## config.mk

```make
export PLATFORM = sky130hd
export DESIGN_NAME = ram32x4_arbiter
export DESIGN_NICKNAME = d
export VERILOG_FILES = /design/src/rtl/ram32x4_arbiter.sv
export SDC_FILE = /design/constraint.sdc
export NUM_CORES = 1
export LEC_CHECK = 0
export ABC_AREA = 1
export BUFFER_PORTS_ARGS = -buffer_cell sky130_fd_sc_hd__buf_2
export CORE_MARGIN = 2
export CORE_UTILIZATION = 41
export CTS_CLUSTER_SIZE = 28
export DETAILED_ROUTE_END_ITERATION = 10
export GPL_ROUTABILITY_DRIVEN = 0
export PLACE_DENSITY = 0.78
export SYNTH_ARGS = -nofsm -noshare
export SYNTH_HDL_FRONTEND = slang
export SYNTH_SLANG_ARGS = --single-unit
```

## constraint.sdc

```tcl
create_clock -name clk -period 1.3 [get_ports clk]
set_clock_uncertainty 0.1 [all_clocks]
set_input_delay 0.065 -clock clk [delete_from_list [all_inputs] [get_ports clk]]
set_output_delay 0.065 -clock clk [all_outputs]
set_load 0.005 [all_outputs]
```

## src/rtl/ram32x4_arbiter.sv

```systemverilog
`default_nettype none
// ============================================================================
// Module   : ram32x4_arbiter
// Brief    : Round-robin two-requester front end for the single-port ram32x4,
//            with read-latency tracking and per-requester read data return.
// Revision : 1.0
// ============================================================================
module ram32x4_arbiter #(
    parameter int ADDR_WIDTH   = 5,
    parameter int DATA_WIDTH   = 4,
    parameter int READ_LATENCY = 2
) (
    input  logic                  clk,
    input  logic                  reset,
    input  logic                  req0,
    input  logic                  we0,
    input  logic [ADDR_WIDTH-1:0] addr0,
    input  logic [DATA_WIDTH-1:0] wdata0,
    output logic                  gnt0,
    output logic                  rvalid0,
    output logic [DATA_WIDTH-1:0] rdata0,
    input  logic                  req1,
    input  logic                  we1,
    input  logic [ADDR_WIDTH-1:0] addr1,
    input  logic [DATA_WIDTH-1:0] wdata1,
    output logic                  gnt1,
    output logic                  rvalid1,
    output logic [DATA_WIDTH-1:0] rdata1,
    output logic [ADDR_WIDTH-1:0] ram_address,
    output logic [DATA_WIDTH-1:0] ram_data,
    output logic                  ram_wren,
    input  logic [DATA_WIDTH-1:0] ram_q
);

    logic                    r_prio;
    logic [READ_LATENCY-1:0] r_pipe_valid;
    logic [READ_LATENCY-1:0] r_pipe_id;
    logic [ADDR_WIDTH-1:0]   r_addr_hold;
    logic [DATA_WIDTH-1:0]   r_data_hold;
    logic [DATA_WIDTH-1:0]   r_rdata0;
    logic [DATA_WIDTH-1:0]   r_rdata1;

    logic                    w_gnt0;
    logic                    w_gnt1;
    logic                    w_any;
    logic                    w_sel;
    logic                    w_we;
    logic [ADDR_WIDTH-1:0]   w_addr;
    logic [DATA_WIDTH-1:0]   w_wdata;
    logic                    w_rvalid0;
    logic                    w_rvalid1;

    // A lone request always wins; on a tie r_prio names the winner.
    always_comb begin
        w_gnt0 = 1'b0;
        w_gnt1 = 1'b0;
        if (!reset) begin
            if (req0 && (!req1 || !r_prio)) begin
                w_gnt0 = 1'b1;
            end else if (req1) begin
                w_gnt1 = 1'b1;
            end
        end
    end

    assign w_any   = w_gnt0 | w_gnt1;
    assign w_sel   = w_gnt1;
    assign w_we    = w_sel ? we1    : we0;
    assign w_addr  = w_sel ? addr1  : addr0;
    assign w_wdata = w_sel ? wdata1 : wdata0;

    assign gnt0        = w_gnt0;
    assign gnt1        = w_gnt1;
    assign ram_wren    = w_any & w_we;
    assign ram_address = w_any ? w_addr  : r_addr_hold;
    assign ram_data    = w_any ? w_wdata : r_data_hold;

    // Returning reads are suppressed while reset is asserted so nothing in flight escapes.
    assign w_rvalid0 = !reset && r_pipe_valid[READ_LATENCY-1] && !r_pipe_id[READ_LATENCY-1];
    assign w_rvalid1 = !reset && r_pipe_valid[READ_LATENCY-1] &&  r_pipe_id[READ_LATENCY-1];

    assign rvalid0 = w_rvalid0;
    assign rvalid1 = w_rvalid1;
    assign rdata0  = w_rvalid0 ? ram_q : r_rdata0;
    assign rdata1  = w_rvalid1 ? ram_q : r_rdata1;

    always_ff @(posedge clk) begin
        if (reset) begin
            r_prio       <= 1'b0;
            r_pipe_valid <= '0;
            r_pipe_id    <= '0;
            r_addr_hold  <= '0;
            r_data_hold  <= '0;
            r_rdata0     <= '0;
            r_rdata1     <= '0;
        end else begin
            if (w_any) begin
                r_prio      <= ~w_sel;
                r_addr_hold <= w_addr;
                r_data_hold <= w_wdata;
            end
            for (int i = READ_LATENCY - 1; i > 0; i--) begin
                r_pipe_valid[i] <= r_pipe_valid[i-1];
                r_pipe_id[i]    <= r_pipe_id[i-1];
            end
            r_pipe_valid[0] <= w_any & ~w_we;
            r_pipe_id[0]    <= w_sel;
            if (w_rvalid0) begin
                r_rdata0 <= ram_q;
            end
            if (w_rvalid1) begin
                r_rdata1 <= ram_q;
            end
        end
    end

endmodule
`default_nettype wire
```

==> results.sh <==
export IMPL_synth_compound_area_share_pct=7.42
export IMPL_antennaDiodeCount=0
export IMPL_rr_worst_depth=10
export IMPL_design_core_area_mm2=0.00248
export IMPL_cts_tree="built"
export IMPL_antenna_found_initial=0
export IMPL_outcome="complete, but fails checks"
export IMPL_nFillCells=157
export IMPL_critPathMaxStageDelay_ps=360
export IMPL_cts_sinks=22
export IMPL_num_vias=1354
export IMPL_hold_buffers=5
export IMPL_crit_arrival_ps=1410
export IMPL_slew_limit_headroom_pct=81.5
export IMPL_cp_endpoint="ram_address[1]"
export IMPL_pre_cts_ws_ps=55.9
export IMPL_wl_per_cell_um=13.4
export IMPL_synth_xor_area_share_pct=0
export IMPL_critical_path_startpoint_type="flip-flop"
export IMPL_ioPinCount=50
export IMPL_drt_iter0_drc=37
export IMPL_die_x_um=55.3
export IMPL_ys_warn_count=0
export IMPL_htree_levels=1
export IMPL_ir_worst_vdd_mv=0.902
export IMPL_grtUsageTotal_pct=21.8
export IMPL_synth_top_family_by_area="simple AND/OR/NAND/NOR gates"
export IMPL_cp_end_kind="primary output"
export IMPL_muxShareOfSynthArea_pct=0
export IMPL_insertion_delay_ps=310
export IMPL_clock_fmax_mhz=635
export IMPL_grt_pass1_wl_um=5440
export IMPL_drv_cap=0
export IMPL_placed_cells=252
export IMPL_yosysUniqueCellTypes=16
export IMPL_port_buffers=49
export IMPL_synth_seq_area_share_pct=40.8
export IMPL_initial_utilization_pct=43.5
export IMPL_hold_violations=0
export IMPL_grt_pass1_vias=1346
export IMPL_area_delta_synth_final_pct=82.7
export IMPL_routed_wirelength_um=3710
export IMPL_worstReg2RegStart="r_prio"
export IMPL_hp_start="addr0[3]"
export IMPL_power_frac_comb_pct=35.0
export IMPL_synth_area_mm2=0.00108
export IMPL_setup_violations_final=23
export IMPL_slew_viol_final=0
export IMPL_ant_nets=0
export IMPL_final_nets=276
export IMPL_path_clk_slew_ps=130
export IMPL_cts_buffer_depth=2
export IMPL_p_int_mw=1.17
export IMPL_worst_pin_slew_ps=277
export IMPL_avgSynthCellArea_um2=6.38
export IMPL_drcViolationCount=0
export IMPL_path_common_cell="nand2_2"
export IMPL_worstReg2RegEnd="r_addr_hold[4]"
export IMPL_vias_per_cell=4.89
export IMPL_fp_dieH_um=55.3
export IMPL_rsz0062_at_grt="true"
export IMPL_synth_seq_cells=22
export IMPL_p_leak_nw=1.09
export IMPL_tns_ps=-4190
export IMPL_cp_slowest_cell="dfxtp_2"
export IMPL_synthCells=169
export IMPL_clock_root_buffer="clkbuf_4"
export IMPL_r2r_setup_slack_ps=-160
export IMPL_synth_adder_area_share_pct=0
export IMPL_hold_path_class="in2reg"
export IMPL_timing_final_crit_share_pct=121
export IMPL_rows=18
export IMPL_yosys_area_share_simple_pct=31.9
export IMPL_post_route_util_pct=79.5
export IMPL_crit_chain="nand2_2 > nand3_4 > nand2_4 > buf_8 > nand3_2 > nand2_2 > inv_2 > buf_2"
export IMPL_cellPowerDensity_mw_per_mm2=870
export IMPL_critPathLaunch="r_prio"
export IMPL_die_area_mm2=0.00306
export IMPL_power_share_clock_pct=22.4
export IMPL_synth_fp_nets=197
export IMPL_layout_min_cycle_time_ps=1570
export IMPL_cts_made_buffers=3
export IMPL_total_power_mw=1.71
export IMPL_grt_max_degree=13
export IMPL_seqPwrFrac_pct=42.7
export IMPL_critical_path_max_fanout=6
export IMPL_required_ps=1130
export IMPL_firstDrtPassIters=4
export IMPL_swShare_pct=31.5
export IMPL_fin_cells=277
export IMPL_drive_above_1_share_pct=59.9
export IMPL_crit_type="reg2out"
export IMPL_p_sw_mw=0.539
export IMPL_dp_hpwl_um=1890
export IMPL_violations="setup timing"
export IMPL_grt_overflow=0
export IMPL_worst_slack_ps=-274
==> critical path: cells and delay by family (launching register included) <==
kind / cells / cell delay [ps]
buffers and inverters: 3 / 290
flip-flops: 1 / 360
AND/OR/NAND/NOR: 5 / 450
==> cells by family after synthesis <==
| family | count (synthesis) |
|---|---|
| AOI/OAI and AO/OA | 14 |
| buffers and inverters | 53 |
| DFF | 22 |
| and+or+nand+nor | 80 |
==> area by class of cell <==
type / instances / area, um2 / area share, %
tap: 30 / 37.5 / 1.90
multi-input combinational: 94 / 726 / 36.8
clock buffer: 4 / 36.3 / 1.84
timing repair buffer: 79 / 542 / 27.5
sequential: 22 / 444 / 22.5
inverter: 48 / 185 / 9.40
==> placed cells by master, fill, tap and decap left out, types with 4 or more instances in the layout <==
| master | instances |
|---|---|
| nand3_4 | 8 |
| buf_6 | 9 |
| dlygate4sd3_1 | 5 |
| buf_2 | 48 |
| dfxtp_1 | 19 |
| inv_1 | 32 |
| nand2_4 | 11 |
| nand2_2 | 12 |
| or2_1 | 4 |
| nand3_1 | 4 |
| nand3_2 | 9 |
| nand2_1 | 13 |
| nor2_1 | 14 |
| buf_4 | 14 |
| inv_2 | 14 |
==> timing repair <==
action	4_1_cts	5_1_grt
pin swaps	17	16
setup buffers	15	0
endpoints found under the setup margin	20	27
hold endpoints to repair	10	1
gates resized for setup	55	54
gates cloned	1	0
==> state kept, by name, summed over array words and instances (netlist names) <==
register,count
r_data_hold,4
r_pipe_id,2
r_pipe_valid,2
r_addr_hold,5
r_rdata1,4
r_prio,1
r_rdata0,4
==> cells in the mapped netlist <==
master | instances | area, um2
nand2_1 | 35 | 131
inv_2 | 3 | 11.3
nand3_1 | 21 | 105
nor2_1 | 17 | 63.8
and2_1 | 1 | 6.26
or2_1 | 4 | 25.0
dfxtp_1 | 22 | 440
nor2_2 | 1 | 6.26
clkbuf_1 | 2 | 7.51
inv_1 | 45 | 169
nand2_2 | 1 | 6.26
buf_6 | 1 | 11.3
a21oi_1 | 4 | 20.0
a211oi_1 | 4 | 30.0
buf_4 | 2 | 15.0
o21ai_0 | 6 | 30.0
==> worst min-delay path by stage <==
stage	cells past startpoint	slack [ps]	endpoint
3_5_place_dp	3	260	r_rdata0[1]
5_1_grt	4	8	r_prio
2_1_floorplan	2	120	r_prio
3_3_place_gp	3	260	r_prio
6_report	5	20	r_addr_hold[3]
4_1_cts	4	-60	r_prio
==> metrics by stage <==
stage,hold WS [ps],instance area [um2]
2_1_floorplan,117,1080
3_3_place_gp,256,1400
3_5_place_dp,263,1400
4_1_cts,-56.2,1760
5_1_grt,7.79,1970
6_report,17.0,1970
==> power by group through the flow <==
stage / Clock [mW] / Sequential (mW) / Combinational (mW)
after floorplan: 0 / 0.737 / 0.177
after global placement: 0 / 0.738 / 0.308
after detailed placement: 0 / 0.739 / 0.313
after CTS: 0.383 / 0.726 / 0.460
after global routing: 0.416 / 0.734 / 0.647
final: 0.383 / 0.731 / 0.599
==> routing by layer <==
layer	GRT usage (%)	part of all wire (%)
met1	22.7	37
met2	41.2	54
met3	4.68	6.1
met4	9.76	2.8
met5	0	0
Note: power is estimated with default switching activity, not from simulation.
